==> src/rtl/uart_rx_fifo.sv <==
// UART receiver (8E1, 2-of-3 majority sampling) feeding a first-word-fall-through FIFO,
// with sticky parity, framing and overrun flags.
module uart_rx_fifo #(
    parameter int unsigned CLKS_PER_BIT = 10,
    parameter int unsigned FIFO_DEPTH   = 4
) (
    input  logic                               clk,
    input  logic                               reset,
    input  logic                               i_rx,
    input  logic                               i_rd_en,
    input  logic                               i_clr_err,
    output logic [7:0]                         o_data_byte,
    output logic                               o_data_avail,
    output logic                               o_fifo_full,
    output logic [$clog2(FIFO_DEPTH+1)-1:0]    o_fifo_count,
    output logic                               o_parity_err,
    output logic                               o_frame_err,
    output logic                               o_overrun
);

    localparam int unsigned CntW  = $clog2(CLKS_PER_BIT);
    localparam int unsigned PtrW  = $clog2(FIFO_DEPTH);
    localparam int unsigned CntFW = $clog2(FIFO_DEPTH + 1);

    localparam logic [CntW-1:0] SmpA    = CntW'(CLKS_PER_BIT / 2 - 1);
    localparam logic [CntW-1:0] SmpB    = CntW'(CLKS_PER_BIT / 2);
    localparam logic [CntW-1:0] DecCnt  = CntW'(CLKS_PER_BIT / 2 + 1);
    localparam logic [CntW-1:0] LastCnt = CntW'(CLKS_PER_BIT - 1);

    typedef enum logic [2:0] {StIdle, StStart, StData, StParity, StStop} state_e;

    logic            rx_meta_q, rx_s, rx_prev_q;
    state_e          state_q;
    logic [CntW-1:0] cnt_q;
    logic [2:0]      bit_idx_q;
    logic [1:0]      samp_q;
    logic [7:0]      shift_q;
    logic            par_bad_q;

    logic [7:0]       mem [FIFO_DEPTH];
    logic [PtrW-1:0]  wr_ptr_q, rd_ptr_q;
    logic [CntFW-1:0] count_q;

    logic maj, decide, at_last, stop_done;
    logic push, pop, full, do_push;
    logic frame_evt, parity_evt, overrun_evt;

    // Two-flop synchronizer plus one delayed copy for falling-edge detection.
    always_ff @(posedge clk or negedge reset) begin
        if (!reset) begin
            rx_meta_q <= 1'b1;
            rx_s      <= 1'b1;
            rx_prev_q <= 1'b1;
        end else begin
            rx_meta_q <= i_rx;
            rx_s      <= rx_meta_q;
            rx_prev_q <= rx_s;
        end
    end

    // Bit decision: the third vote is the live sample on the decision cycle.
    always_comb begin
        maj        = (samp_q[0] & samp_q[1]) | (samp_q[0] & rx_s) | (samp_q[1] & rx_s);
        decide     = (state_q != StIdle) && (cnt_q == DecCnt);
        at_last    = (cnt_q == LastCnt);
        stop_done  = (state_q == StStop) && decide;
        push       = stop_done && maj && !par_bad_q;
        frame_evt  = stop_done && !maj;
        parity_evt = stop_done && maj && par_bad_q;
    end

    // Receive FSM: bit timing, sampling and shifting.
    always_ff @(posedge clk or negedge reset) begin
        if (!reset) begin
            state_q   <= StIdle;
            cnt_q     <= '0;
            bit_idx_q <= '0;
            samp_q    <= 2'b11;
            shift_q   <= '0;
            par_bad_q <= 1'b0;
        end else begin
            if (state_q != StIdle) begin
                cnt_q <= at_last ? '0 : cnt_q + CntW'(1);
                if (cnt_q == SmpA) samp_q[0] <= rx_s;
                if (cnt_q == SmpB) samp_q[1] <= rx_s;
            end
            unique case (state_q)
                StIdle: begin
                    cnt_q     <= '0;
                    bit_idx_q <= '0;
                    if (rx_prev_q && !rx_s) state_q <= StStart;
                end
                StStart: begin
                    if (decide && maj) state_q <= StIdle;  // glitch, not a start bit
                    else if (at_last)  state_q <= StData;
                end
                StData: begin
                    if (decide) shift_q <= {maj, shift_q[7:1]};
                    if (at_last) begin
                        bit_idx_q <= bit_idx_q + 3'd1;
                        if (bit_idx_q == 3'd7) state_q <= StParity;
                    end
                end
                StParity: begin
                    if (decide)  par_bad_q <= (^shift_q) ^ maj;
                    if (at_last) state_q   <= StStop;
                end
                StStop: begin
                    if (decide) state_q <= StIdle;
                end
                default: state_q <= StIdle;
            endcase
        end
    end

    // FIFO control: a pop frees the slot so a push while full still lands.
    always_comb begin
        pop         = i_rd_en && (count_q != '0);
        full        = (count_q == CntFW'(FIFO_DEPTH));
        do_push     = push && (!full || pop);
        overrun_evt = push && full && !pop;
    end

    // FIFO pointers and occupancy.
    always_ff @(posedge clk or negedge reset) begin
        if (!reset) begin
            wr_ptr_q <= '0;
            rd_ptr_q <= '0;
            count_q  <= '0;
        end else begin
            if (do_push) wr_ptr_q <= wr_ptr_q + PtrW'(1);
            if (pop)     rd_ptr_q <= rd_ptr_q + PtrW'(1);
            if (do_push && !pop)      count_q <= count_q + CntFW'(1);
            else if (pop && !do_push) count_q <= count_q - CntFW'(1);
        end
    end

    // FIFO storage; contents are don't-care while empty.
    always_ff @(posedge clk) begin
        if (do_push) mem[wr_ptr_q] <= shift_q;
    end

    // Sticky error flags; a new event beats a same-cycle clear.
    always_ff @(posedge clk or negedge reset) begin
        if (!reset) begin
            o_parity_err <= 1'b0;
            o_frame_err  <= 1'b0;
            o_overrun    <= 1'b0;
        end else begin
            o_parity_err <= parity_evt  | (o_parity_err & ~i_clr_err);
            o_frame_err  <= frame_evt   | (o_frame_err  & ~i_clr_err);
            o_overrun    <= overrun_evt | (o_overrun    & ~i_clr_err);
        end
    end

    // FIFO status outputs.
    always_comb begin
        o_data_avail = (count_q != '0);
        o_fifo_full  = full;
        o_fifo_count = count_q;
        o_data_byte  = o_data_avail ? mem[rd_ptr_q] : 8'h00;
    end

endmodule

==> config.mk <==
export PLATFORM = sky130hd
export DESIGN_NAME = uart_rx_fifo
export DESIGN_NICKNAME = d
export VERILOG_FILES = /design/src/rtl/uart_rx_fifo.sv
export SDC_FILE = /design/constraint.sdc
export NUM_CORES = 1
export LEC_CHECK = 0
export CORE_MARGIN = 3
export CORE_UTILIZATION = 55
export CTS_CLUSTER_DIAMETER = 50
export DETAILED_ROUTE_END_ITERATION = 8
export GPL_TIMING_DRIVEN = 0
export HOLD_SLACK_MARGIN = 0.1
export PLACE_DENSITY = 0.75
export SYNTH_ARGS = -nofsm -noshare
export SYNTH_HDL_FRONTEND = slang
export SYNTH_SLANG_ARGS = --single-unit
==> constraint.sdc <==
create_clock -name clk -period 5.18 [get_ports clk]
set_input_delay 1.295 -clock clk [delete_from_list [all_inputs] [get_ports clk]]
set_output_delay 1.295 -clock clk [all_outputs]
set_load 0.005 [all_outputs]
======== Word-level counts from Yosys, hierarchy flattened ========
Memory sizes are Yosys's and may differ from the RTL's.
Index checks and enable logic that the tools add are counted.
Widths: inputs -> output; s select.
word-level totals
  register bits after elaboration ......... 34
  bits in writable memories ............... 32
  input port bits ......................... 5
  output and inout port bits .............. 16
  logic and storage cells ................. 104
  memories kept ........................... 1
memories
  name  words  width  read ports  clocked after Yosys merged registers in  write ports  RTL line  source
  mem   4      8      1           0                                        1            40        logic [7:0] mem [FIFO_DEPTH];
operators by class
  $add $sub $neg .......................... 6
  eq/ne operators ......................... 16
  muxes and demuxes ....................... 18
  bitwise logic cells ..................... 13
  reductions and logical operators ........ 34
operators with widths
  cell                 count
  $mux 3               10
  $pmux 3 s5           1
  $logic_and 1x1->1    14
  $eq 4x3->1 const B   3
  $mux 4               3
  $ne 2x2->1 const B   5
  $reduce_and 2->1     5
  $eq 3x3->1 const B   3
  $mux 8               1
  $reduce_xor 8->1     1
  $add 3x1->3 const B  2
  $and 1x1->1          6
  $eq 3x2->1 const B   2
  $logic_not 1->1      6
  $pmux 3 s2           1
  $reduce_and 6->1     1
  $reduce_bool 2->1    3
  $reduce_bool 3->1    2
  $or 1x1->1           5
  $add 2x1->2 const B  2
  $add 4x1->4 const B  1
  $eq 4x4->1 const B   1
  $eq 3x1->1 const B   1
  $logic_not 3->1      1
  6 further kinds      7

======== Logic depth before layout (Yosys ltp) ========
Gate-level depths: netlist of the first run.
  depth after elaboration ................. 10
  mapped depth ............................ 10
  depth with buffers taken out ............ 9

======== Worst setup path before layout of the first run ========
No wires, ideal clock.
  path type ............................... in2reg
  start ................................... input i_rd_en
  end ..................................... register count_q[2], in the netlist o_fifo_count[2]
  setup time .............................. 0.079 ns
  data arrival time ....................... 2.626 ns
  required time ........................... 5.101 ns
  path slack .............................. 2.474 ns
  stages on the path ...................... 8
  buffers on the path ..................... 0
  cells stage by stage .................... nor2b_1 nor3_4 ha_1 inv_1 fa_1 xor2_1 nor2_1 xor2_1
between the ends
  longest elaborated chain between the ends .. 6
  elaborated cells between the ends (all ways) .. 9
  those cells by class .................... 1 x mux; 8 x reduce/logical
RTL lines
  item                         RTL line  source
  start, declared              10        input logic i_rd_en,
  $logic_and 1x1->1 *          118       pop = i_rd_en && (count_q != '0);
  $logic_or 1x1->1 *           120       do_push = push && (!full || pop);
  $logic_and 1x1->1 *          120
  named net do_push            45        logic push, pop, full, do_push;
  $logic_not 1->1              134       else if (pop && !do_push) count_q <= count_q - CntFW'(1);
  $logic_and 1x1->1            134
  $reduce_bool 2->1 (no line)  --
  end signal, assigned         133       if (do_push && !pop) count_q <= count_q + CntFW'(1);
  end signal, assigned         134
  end, declared                42        logic [CntFW-1:0] count_q;
Mark *: on every way through the listed nets, which the timed path passes. The rest lies on a longest branch.
A chain may end at the register's enable or synchronous reset.

======== Final worst setup path of the first run ========
  start ................................... register rd_ptr_q[1]
  end ..................................... output o_data_byte[5]
between the ends
  longest elaborated chain between the ends .. 2
RTL lines
  item                    RTL line  source
  start, declared         41        logic [PtrW-1:0] wr_ptr_q, rd_ptr_q;
  start signal, assigned  132       if (pop) rd_ptr_q <= rd_ptr_q + PtrW'(1);
  $mem_v2 4x8             --
  $mux 8                  161       o_data_byte = o_data_avail ? mem[rd_ptr_q] : 8'h00;
  end, declared           12        output logic [7:0] o_data_byte,
No other way between the ends.

==> results.py, run 1 <==
metrics = {
    "setup_path": {
        "path_cells": "clkbuf_1, mux4_2, and2_1, clkdlybuf4s50_1",
        "cp_data_required_time_ns": 3.88,
        "r2r.worst_path.cells": 9,
        "endpoint_kind": "output port",
        "critPathMaxFanout": 9,
        "slowest_stage": "clkbuf_1",
        "cp_slowest_stage_delay_ns": 0.47,
        "path_buf_inv": 2,
        "timing.rr.start": "rx_s",
        "cp_top_family": "buffers and inverters",
        "arrival_ns": 2.15,
        "path_depth": 4,
        "path_class": "reg2out",
        "ff2ff_setup_slack_ns": 2.68,
        "r2r_end": "o_fifo_count[2]",
        "cp-start-kind": "flop",
    },
    "clock_network": {
        "htreeDepth": 3,
        "clock_tree.root_cell": "clkbuf_8",
        "clock-sinks": 66,
        "cts_buffers": 9,
        "clock_latency_ns": 0.33,
        "clock_path_buffers": 2,
        "clk_pin_slew_ns": 0.07,
        "post_cts_buffers": 0,
        "cts_tree": "done",
        "cts_hold_buf": 0,
        "cts-resized-gates": 0,
    },
    "min_path": {
        "worstHoldStart": "rx_meta_q",
        "hold_depth": 0,
        "hold_class": "reg2reg",
        "hold_end": "rx_s",
    },
    "placement": {
        "gp_congestion": 0.884,
        "dpl.hpwl_mm": 3.49,
        "dp_slack_ns": 1.78,
        "portBuffers": 20,
        "placed_cell_area_sq_um": 3210,
    },
    "pwr": {
        "ir_drop_mv": 0.259,
        "p_per_area_nw_per_um2": 470,
        "finalPower_w": 0.00161,
        "leakagePower_nw": 1.35,
    },
    "global_routing": {
        "grt_start_max_net_pins": 35,
        "gr-max-usage-layer": "met2",
        "antenna_found_initial": 0,
        "grt_use_met3": 0.0442,
        "grt_usage": 0.188,
        "grt_pass1_wl_mm": 8.58,
        "grt.overflow.total": 0,
        "grt_pass1_vias": 1717,
        "use_met1": 0.247,
        "met2_usage": 0.300,
    },
    "outcome": {
        "run_status": "finished clean",
    },
    "detailed_routing": {
        "viasPerCell": 5.55,
        "vias": 1636,
        "totalWireLength_mm": 5.10,
        "wire_per_inst_um": 17.3,
        "drc": 0,
        "dr.pass1.iters": 4,
        "ant_nets": 0,
        "drt_iter0_markers": 128,
    },
    "synth": {
        "yosys_most_used_dff": "edfxtp_1",
        "yosysTopAreaCell": "edfxtp_1",
        "yosys.cell_types.count": 45,
        "yosysMostFrequentCell": "edfxtp_1",
        "syn_nets": 205,
        "ys_top_cells_by_count": "edfxtp_1, dfrtp_1, and2_1, mux2_2, xnor2_1",
        "synth_top_area_frac": 0.327,
        "synth_edf_count": 32,
        "yosysSeqAreaShare": 0.619,
        "synth_seq_cells": 66,
        "synth_cells": 192,
        "async_reset_ff_frac": 0.515,
        "ys_warn_count": 0,
        "syn_area_sq_um": 2940,
        "syn_area_per_cell_sq_um": 15.3,
        "ys_top_cells_by_area": "edfxtp_1, dfrtp_1, mux4_2",
    },
    "floorplan": {
        "placementRows": 25,
        "core_sq_um": 4940,
        "die_h_um": 79.1,
        "initial_utilization": 0.594,
        "dieArea_sq_um": 6250,
        "fp.dieW_um": 79.1,
        "ios": 21,
    },
    "timing": {
        "setup_tns_ns": 0,
        "finClkSkew_ns": 0.00581,
        "setup_viol": 0,
        "hold_viol": 0,
        "holdWs_ns": 0.359,
        "rsz0062_at_grt": "false",
        "worst_slew_pin_slew_ns": 0.764,
        "relSlewSlack": 0.491,
        "fmax_ghz": 0.290,
        "period_share": 0.666,
        "fin_ws_ns": 1.73,
        "report.final.slew_viol_count": 0,
        "finalCriticalPeriod_ns": 3.45,
    },
    "finish": {
        "diodes": 0,
        "final_area_sq_um": 3420,
        "multiInputGateArea_sq_um": 1060,
        "regArea_sq_um": 1820,
        "drive_gt1_frac": 0.237,
        "nets": 236,
        "area_growth_pct": 16.7,
        "nFillCells": 347,
    },
    "job": {
        "drv_cap": 0,
    },
}
[state kept, by name, indices dropped and copies added, names as in the netlist]
name and count:
o_overrun 1, par_bad_q 1, state_q 3, rx_meta_q 1
samp_q 2, shift_q 8, o_fifo_count 3, cnt_q 4
o_parity_err 1, rd_ptr_q 2, bit_idx_q 3, wr_ptr_q 2
rx_s 1, o_frame_err 1, mem 32, rx_prev_q 1
[power by group]
part	internal (W)	leakage (nW)	switching, W	total, W
clock	0.000270	0.0972	0.000188	0.000458
combinational	0.000266	0.508	0.000214	0.000480
sequential	0.000613	0.744	0.0000592	0.000672
total	0.00115	1.35	0.000461	0.00161
[layout make-up]
| cell class | instances | area share |
|---|---|---|
| buffer | 7 | 0.0102 |
| timing repair buffer | 20 | 0.0570 |
| multi-input combinational | 113 | 0.309 |
| clock inverter | 5 | 0.0230 |
| tap | 67 | 0.0245 |
| clock buffer | 11 | 0.0384 |
| sequential | 66 | 0.531 |
| inverter | 6 | 0.00658 |
[per-layer routing]
| metal | part of all wire | routed length, um |
|---|---|---|
| met5 | 0 | 0 |
| met4 | 0.017 | 88 |
| met3 | 0.039 | 200 |
| met2 | 0.49 | 2490 |
| met1 | 0.46 | 2330 |
[worst max-delay path by stage]
| stage | start | end |
|---|---|---|
| finish | rd_ptr_q[1] | o_data_byte[5] |
| floorplan | i_rd_en | o_fifo_count[2] |
| global placement | i_rd_en | o_fifo_count[2] |
| CTS | rd_ptr_q[1] | o_data_byte[5] |
| detailed placement | i_rd_en | o_fifo_count[2] |
| global route | rd_ptr_q[0] | o_data_byte[5] |
[metrics by stage]
step,util,instances
2_1_floorplan,-,192
3_3_place_gp,0.651,279
3_5_place_dp,0.650,279
4_1_cts,0.693,295
5_1_grt,0.693,295
6_report,0.693,295
[placed cells by master, fill, tap and decap left out, drive strengths merged, types with 2 or more instances in the layout]
cell / instances
nor3b: 3
bufinv: 2
clkbuf: 13
clkdlybuf4s50: 19
or3: 2
ha: 7
and4bb: 2
mux2: 13
o2bb2ai: 2
a22o: 6
edfxtp: 32
dfstp: 5
or2: 2
dfrtp: 29
buf: 6
xnor2: 11
nor2: 9
nand2: 8
nor3: 3
nand3b: 3
o21ai: 2
a21oi: 2
inv: 6
nand3: 2
clkinvlp: 2
xor2: 3
and2: 12
mux4: 8
[cells by family (layout without fill, tap and decap cells)]
group	after synthesis	count (layout)	synth area share
xor gates and xnor gates	15	15	0.0494
DFF	66	66	0.619
adders and majority gates	9	9	0.0401
muxes	21	21	0.113
and+or+nand+nor	52	52	0.118
buffers and inverters	13	49	0.0196
AOI/OAI and AO/OA	16	16	0.0409
(Power assumes the default switching activity.)
==> run 2: changes to the inputs <==
clock period = 3.2 ns   (was 5.18 ns; I/O delays follow)
==> results of run 2 <==
Same layout as run 1 (identical final DEF). Status: finished clean.
Main changes from that run: setup slack after placement 1.78 ns -> 0.295 ns; setup slack after layout 1.73 ns -> 0.245 ns; register-to-register setup slack 2.68 ns -> 0.70 ns; total power 0.00161 W -> 0.00261 W; worst IR drop on VDD 0.259 mV -> 0.420 mV
==> run 3: changes to the inputs <==
SLEW_MARGIN = 5   (was not set)
==> results of run 3 <==
Same layout as run 1 (identical final DEF). Status: finished clean.
Main changes from that run: setup slack after placement 1.78 ns -> 0.295 ns; setup slack after layout 1.73 ns -> 0.245 ns; register-to-register setup slack 2.68 ns -> 0.70 ns; total power 0.00161 W -> 0.00261 W; worst IR drop on VDD 0.259 mV -> 0.420 mV
